### config.mk
export PLATFORM = sky130hd
export DESIGN_NAME = depth_clear_sequencer
export DESIGN_NICKNAME = d
export VERILOG_FILES = /design/src/rtl/depth_clear_sequencer.sv
export SDC_FILE = /design/constraint.sdc
export NUM_CORES = 1
export LEC_CHECK = 0
export ABC_AREA = 1
export BUFFER_PORTS_ARGS = -buffer_cell sky130_fd_sc_hd__buf_2
export CORE_ASPECT_RATIO = 0.7
export CORE_MARGIN = 3
export CORE_UTILIZATION = 47
export CTS_CLUSTER_SIZE = 16
export DETAILED_ROUTE_END_ITERATION = 10
export GPL_TIMING_DRIVEN = 0
export PLACE_DENSITY = 0.8
export SYNTH_ARGS = -nofsm -noshare
export SYNTH_HDL_FRONTEND = slang
export SYNTH_SLANG_ARGS = --single-unit
### constraint.sdc
create_clock -name clk -period 3.65 [get_ports clk]
set_input_delay 0.73 -clock clk [delete_from_list [all_inputs] [get_ports clk]]
set_output_delay 0.73 -clock clk [all_outputs]
set_load 0.01 [all_outputs]
### src/rtl/depth_clear_sequencer.sv
// rtl/depth_clear_sequencer.sv - frame-level depth buffer clear sweep and pixel-write gate
// Optional stall perf counter: define DEPTH_CLEAR_PERF_EN.
module depth_clear_sequencer #(
   parameter int  BUFFER_WIDTH      = 160,
   parameter int  BUFFER_HEIGHT     = 120,
   parameter int  BUFFER_ADDR_WIDTH = $clog2(BUFFER_WIDTH*BUFFER_HEIGHT),
   parameter int  DRAIN_CYCLES      = 3,
   parameter type pixel_data_t      = logic [47:0]
) (
   input  logic                         clk,
   input  logic                         rst,
   input  logic                         frame_start,
   input  logic                         pix_valid,
   output logic                         pix_ready,
   input  logic [BUFFER_ADDR_WIDTH-1:0] pix_addr,
   input  pixel_data_t                  pix_data,
   output logic                         write_req,
   output logic [BUFFER_ADDR_WIDTH-1:0] write_addr,
   output pixel_data_t                  write_pixel,
   output logic                         clear_req,
   output logic [BUFFER_ADDR_WIDTH-1:0] clear_addr,
   output logic                         clear_busy,
   output logic                         clear_done,
   output logic                         frame_overrun,
   output logic [31:0]                  stall_cycles
);

   localparam int N  = BUFFER_WIDTH * BUFFER_HEIGHT;
   localparam int DW = (DRAIN_CYCLES > 1) ? $clog2(DRAIN_CYCLES) : 1;
   localparam logic [BUFFER_ADDR_WIDTH-1:0] LAST_ADDR  = BUFFER_ADDR_WIDTH'(N - 1);
   localparam logic [DW-1:0]                DRAIN_LAST = DW'(DRAIN_CYCLES - 1);

   typedef enum logic [1:0] {
      ST_IDLE,
      ST_DRAIN,
      ST_CLEAR
   } state_t;

   state_t                         state_q, state_d;
   logic [DW-1:0]                  drain_cnt_q, drain_cnt_d;
   logic [BUFFER_ADDR_WIDTH-1:0]   clear_cnt_q, clear_cnt_d;
   logic                           pending_q, pending_d;
   logic                           clear_req_q, clear_req_d;
   logic                           clear_done_q, clear_done_d;
   logic                           overrun_q, overrun_d;
   logic                           clear_busy_q;
   logic                           write_req_q;
   logic [BUFFER_ADDR_WIDTH-1:0]   write_addr_q;
   pixel_data_t                    write_pixel_q;
   logic                           accept;

   assign pix_ready = (state_q == ST_IDLE);
   assign accept    = pix_valid && pix_ready;

   always_comb begin
      state_d      = state_q;
      drain_cnt_d  = drain_cnt_q;
      clear_cnt_d  = clear_cnt_q;
      pending_d    = pending_q;
      clear_req_d  = 1'b0;
      clear_done_d = 1'b0;
      overrun_d    = 1'b0;
      case (state_q)
         ST_IDLE: begin
            if (frame_start) begin
               state_d     = ST_DRAIN;
               drain_cnt_d = '0;
            end
         end
         ST_DRAIN: begin
            if (frame_start) begin
               if (pending_q) overrun_d = 1'b1;
               else           pending_d = 1'b1;
            end
            if (drain_cnt_q == DRAIN_LAST) begin
               state_d     = ST_CLEAR;
               clear_cnt_d = '0;
               clear_req_d = 1'b1;
            end else begin
               drain_cnt_d = drain_cnt_q + DW'(1);
            end
         end
         ST_CLEAR: begin
            // clear_done_q marks the trailing cycle after the last address
            if (clear_done_q) begin
               overrun_d   = frame_start && pending_q;
               pending_d   = 1'b0;
               drain_cnt_d = '0;
               state_d     = (pending_q || frame_start) ? ST_DRAIN : ST_IDLE;
            end else begin
               if (frame_start) begin
                  if (pending_q) overrun_d = 1'b1;
                  else           pending_d = 1'b1;
               end
               if (clear_cnt_q == LAST_ADDR) begin
                  clear_done_d = 1'b1;
               end else begin
                  clear_cnt_d = clear_cnt_q + BUFFER_ADDR_WIDTH'(1);
                  clear_req_d = 1'b1;
               end
            end
         end
         default: state_d = ST_DRAIN;
      endcase
   end

   always_ff @(posedge clk or posedge rst) begin
      if (rst) begin
         state_q      <= ST_DRAIN;
         drain_cnt_q  <= '0;
         clear_cnt_q  <= '0;
         pending_q    <= 1'b0;
         clear_req_q  <= 1'b0;
         clear_done_q <= 1'b0;
         overrun_q    <= 1'b0;
         clear_busy_q <= 1'b0;
      end else begin
         state_q      <= state_d;
         drain_cnt_q  <= drain_cnt_d;
         clear_cnt_q  <= clear_cnt_d;
         pending_q    <= pending_d;
         clear_req_q  <= clear_req_d;
         clear_done_q <= clear_done_d;
         overrun_q    <= overrun_d;
         clear_busy_q <= (state_d != ST_IDLE);
      end
   end

   always_ff @(posedge clk or posedge rst) begin
      if (rst) begin
         write_req_q   <= 1'b0;
         write_addr_q  <= '0;
         write_pixel_q <= '0;
      end else begin
         write_req_q <= accept;
         if (accept) begin
            write_addr_q  <= pix_addr;
            write_pixel_q <= pix_data;
         end
      end
   end

   assign write_req     = write_req_q;
   assign write_addr    = write_addr_q;
   assign write_pixel   = write_pixel_q;
   assign clear_req     = clear_req_q;
   assign clear_addr    = clear_cnt_q;
   assign clear_busy    = clear_busy_q;
   assign clear_done    = clear_done_q;
   assign frame_overrun = overrun_q;

`ifdef DEPTH_CLEAR_PERF_EN
   logic [31:0] stall_q;

   always_ff @(posedge clk or posedge rst) begin
      if (rst) begin
         stall_q <= '0;
      end else if (pix_valid && !pix_ready && (stall_q != 32'hFFFF_FFFF)) begin
         stall_q <= stall_q + 32'd1;
      end
   end

   assign stall_cycles = stall_q;
`else
   assign stall_cycles = 32'd0;
`endif

endmodule

==> results.json <==
{
  "insertion_delay_ns": 0.33,
  "setup-tns-final_ns": 0,
  "final_cells": 807,
  "p_leak_nw": 3.198,
  "final_common_cell": "nand2_1",
  "finalCritPeriodShare": 0.5760,
  "ys_warn_count": 0,
  "cts_tree": "yes",
  "grt_pass1_vias": 3534,
  "multi_input_area_um2": 1624,
  "seq_area_um2": 2203,
  "fmax_mhz": 475.7,
  "crit_path_end_kind": "output pin",
  "ys_types": 32,
  "diodes": 0,
  "cts-resized-gates": 0,
  "placedCellCount": 791,
  "dpl_cell_area_um2": 5177,
  "drive_gt1_frac": 0.3459,
  "dr.max_layer_used": "met4",
  "wl_per_cell_um": 13.02,
  "final_cell_mix": "nand2_1 (241), buf_2 (156), dfrtp_1 (87), buf_4 (33), conb_1 (32)",
  "hp-class": "primary input to asynchronous set/reset pin",
  "peakVddDrop_v": 0.0004779,
  "synth_area_um2": 4135,
  "p_per_area_nw_per_um2": 748.3,
  "num_rows": 27,
  "start_util": 0.5037,
  "worstSetupPathType": "flop to output pin",
  "grtUsageTotal": 0.2141,
  "met3_length_um": 703,
  "finalHoldViolations": 0,
  "startpoint_type": "flop",
  "cts_root_buffer": "clkbuf_16",
  "drc": 0,
  "dp_hpwl_um": 8122,
  "slew_viol_final": 0,
  "cts_made_buffers": 9,
  "ctsHoldBuffers": 0,
  "stdcell_area_um2": 5470,
  "portBuffers": 150,
  "core_um2": 8209,
  "fin_skew_ns": 0.005561,
  "rsz0062_at_grt": "false",
  "cp_data_arrival_time_ns": 1.37,
  "fin_ws_ns": 1.548,
  "antenna_found_initial": 0,
  "routed_wl_um": 10510,
  "fin_nets": 759,
  "min_period_ns": 2.102,
  "wl_met1_um": 4414,
  "grt_overflow": 0,
  "critical_path_required_ns": 2.92,
  "drtPass1Iterations": 4,
  "first_iter_violations": 236,
  "clock_sinks": 88,
  "grt_pass1_wl_um": 17440,
  "syn_to_final_growth_pct": 32.28,
  "post_cts_buffers": 0,
  "status": "finished clean",
  "die_h_um": 84.48,
  "cts_buffer_depth": 2,
  "fp.dieArea_um2": 9978,
  "grt_max_degree": 53,
  "cap_viol_max_count": 0,
  "ys_seq_area_frac": 0.5328,
  "h-tree-depth": 3,
  "avgViaCountPerCell": 4.615,
  "preCtsSetupSlack_ns": 1.733,
  "io_pins": 183,
  "syn_area_per_cell_um2": 8.388,
  "drtAntennaViolNets": 0,
  "die_w_um": 118.1,
  "synth_cells": 493,
  "clkTransAtPathRegs_ns": 0.06,
  "dr_total_vias": 3724,
  "nFillCells": 708,
  "ys_ff_latch": 88,
  "setup_violations": 0,
  "finalPower_w": 0.004093,
  "wl_met2_um": 5269,
  "gp_congestion": 0.9133,
  "worstPathMaxFanout": 5
}
[logic make-up (layout without fill, tap and decap cells)]
group | count (synthesis) | in the layout | synth area share
buffers and inverters | 74 | 241 | 0.1026
other | 1 | 32 | 0.0009068
xor gates and xnor gates | 4 | 4 | 0.008471
DFF | 88 | 88 | 0.5328
and+or+nand+nor | 296 | 296 | 0.2959
adders and majority gates | 6 | 6 | 0.01815
AOI/OAI and AO/OA | 24 | 24 | 0.04115
[sequential cells by signal (all words and copies together) (netlist names)]
name	flops
write_addr	15
pending_q	1
clear_busy	1
clear_addr	15
clear_done	1
write_pixel	48
state_q	2
clear_req	1
write_req	1
frame_overrun	1
drain_cnt_q	2
[where the power goes]
| part | leakage (nW) | switching, W | internal [W] | total, W |
|---|---|---|---|---|
| Combinational | 1.94 | 0.00102 | 0.000622 | 0.00164 |
| Clock | 0.140 | 0.000352 | 0.000549 | 0.000901 |
| Sequential | 1.11 | 0.000194 | 0.00136 | 0.00155 |
| Total | 3.20 | 0.00156 | 0.00253 | 0.00409 |
[per-stage QoR]
| stage | hold slack (ns) | utilization |
|---|---|---|
| after CTS | 0.4440 | 0.6664 |
| final | 0.4324 | 0.6664 |
| after global routing | 0.4649 | 0.6664 |
| after detailed placement | 0.4597 | 0.6307 |
| after floorplan | 0.4557 | - |
| after global placement | 0.4575 | 0.6270 |
[path summary, 6_finish.rpt]
kind | from | end | slack (ns) | depth (start not counted)
worst max-delay path | state_q[0] | pix_ready | 1.55 | 3
worst min-delay path | rst | write_addr[2] | 0.43 | 2
worst max register to register | state_q[0] | clear_addr[1] | 1.71 | 10
worst min register to register | clear_done | clear_done | 0.47 | 1
max in group asynchronous | rst | write_pixel[14] | 2.61 | 3
min in group clk | clear_done | clear_done | 0.47 | 1
[worst max-delay path, stage by stage (launching register included)]
cell     delay [ns]
dfstp_2        0.57
inv_1          0.08
ha_1           0.24
buf_2          0.15
[synthesized netlist by cell type]
| cell | instances | area share |
|---|---|---|
| a21o_2 | 1 | 0.0021 |
| a21oi_1 | 2 | 0.0024 |
| buf_2 | 6 | 0.0073 |
| buf_4 | 33 | 0.060 |
| buf_6 | 2 | 0.0054 |
| clkbuf_1 | 6 | 0.0054 |
| conb_1 | 1 | 0.00091 |
| dfrtp_1 | 87 | 0.53 |
| dfstp_2 | 1 | 0.0064 |
| ha_1 | 6 | 0.018 |
| inv_1 | 22 | 0.020 |
| inv_2 | 5 | 0.0045 |
| nand2_1 | 241 | 0.22 |
| nand2_2 | 7 | 0.011 |
| nand3_1 | 10 | 0.012 |
| nand3_2 | 2 | 0.0048 |
| nand3_4 | 1 | 0.0042 |
| nand3b_1 | 2 | 0.0036 |
| nand4_1 | 4 | 0.0061 |
| nor2_1 | 20 | 0.018 |
| nor2_2 | 1 | 0.0015 |
| nor2_4 | 2 | 0.0054 |
| nor3_1 | 3 | 0.0036 |
| nor3_4 | 1 | 0.0039 |
| o21ai_0 | 6 | 0.0073 |
| o21ai_1 | 2 | 0.0024 |
| o21ai_2 | 11 | 0.023 |
| o21bai_1 | 1 | 0.0018 |
| o31ai_1 | 1 | 0.0018 |
| or2_1 | 1 | 0.0015 |
| or2_2 | 1 | 0.0015 |
| xor2_1 | 4 | 0.0085 |
[area by class of cell]
class | instances | share of cell area
sequential | 88 | 0.4028
multi-input combinational | 362 | 0.2969
timing repair buffer | 151 | 0.1423
buffer | 47 | 0.05901
clock buffer | 13 | 0.04575
tap | 116 | 0.02653
inverter | 27 | 0.01898
clock inverter | 3 | 0.007777
[routing by layer]
layer | vias to the layer above | GRT usage
li1 | 1838 | -
met1 | 1725 | 0.2706
met2 | 151 | 0.3670
met3 | 10 | 0.05657
met4 | 0 | 0.05851
met5 | - | 0
(Power assumes the default switching activity.)
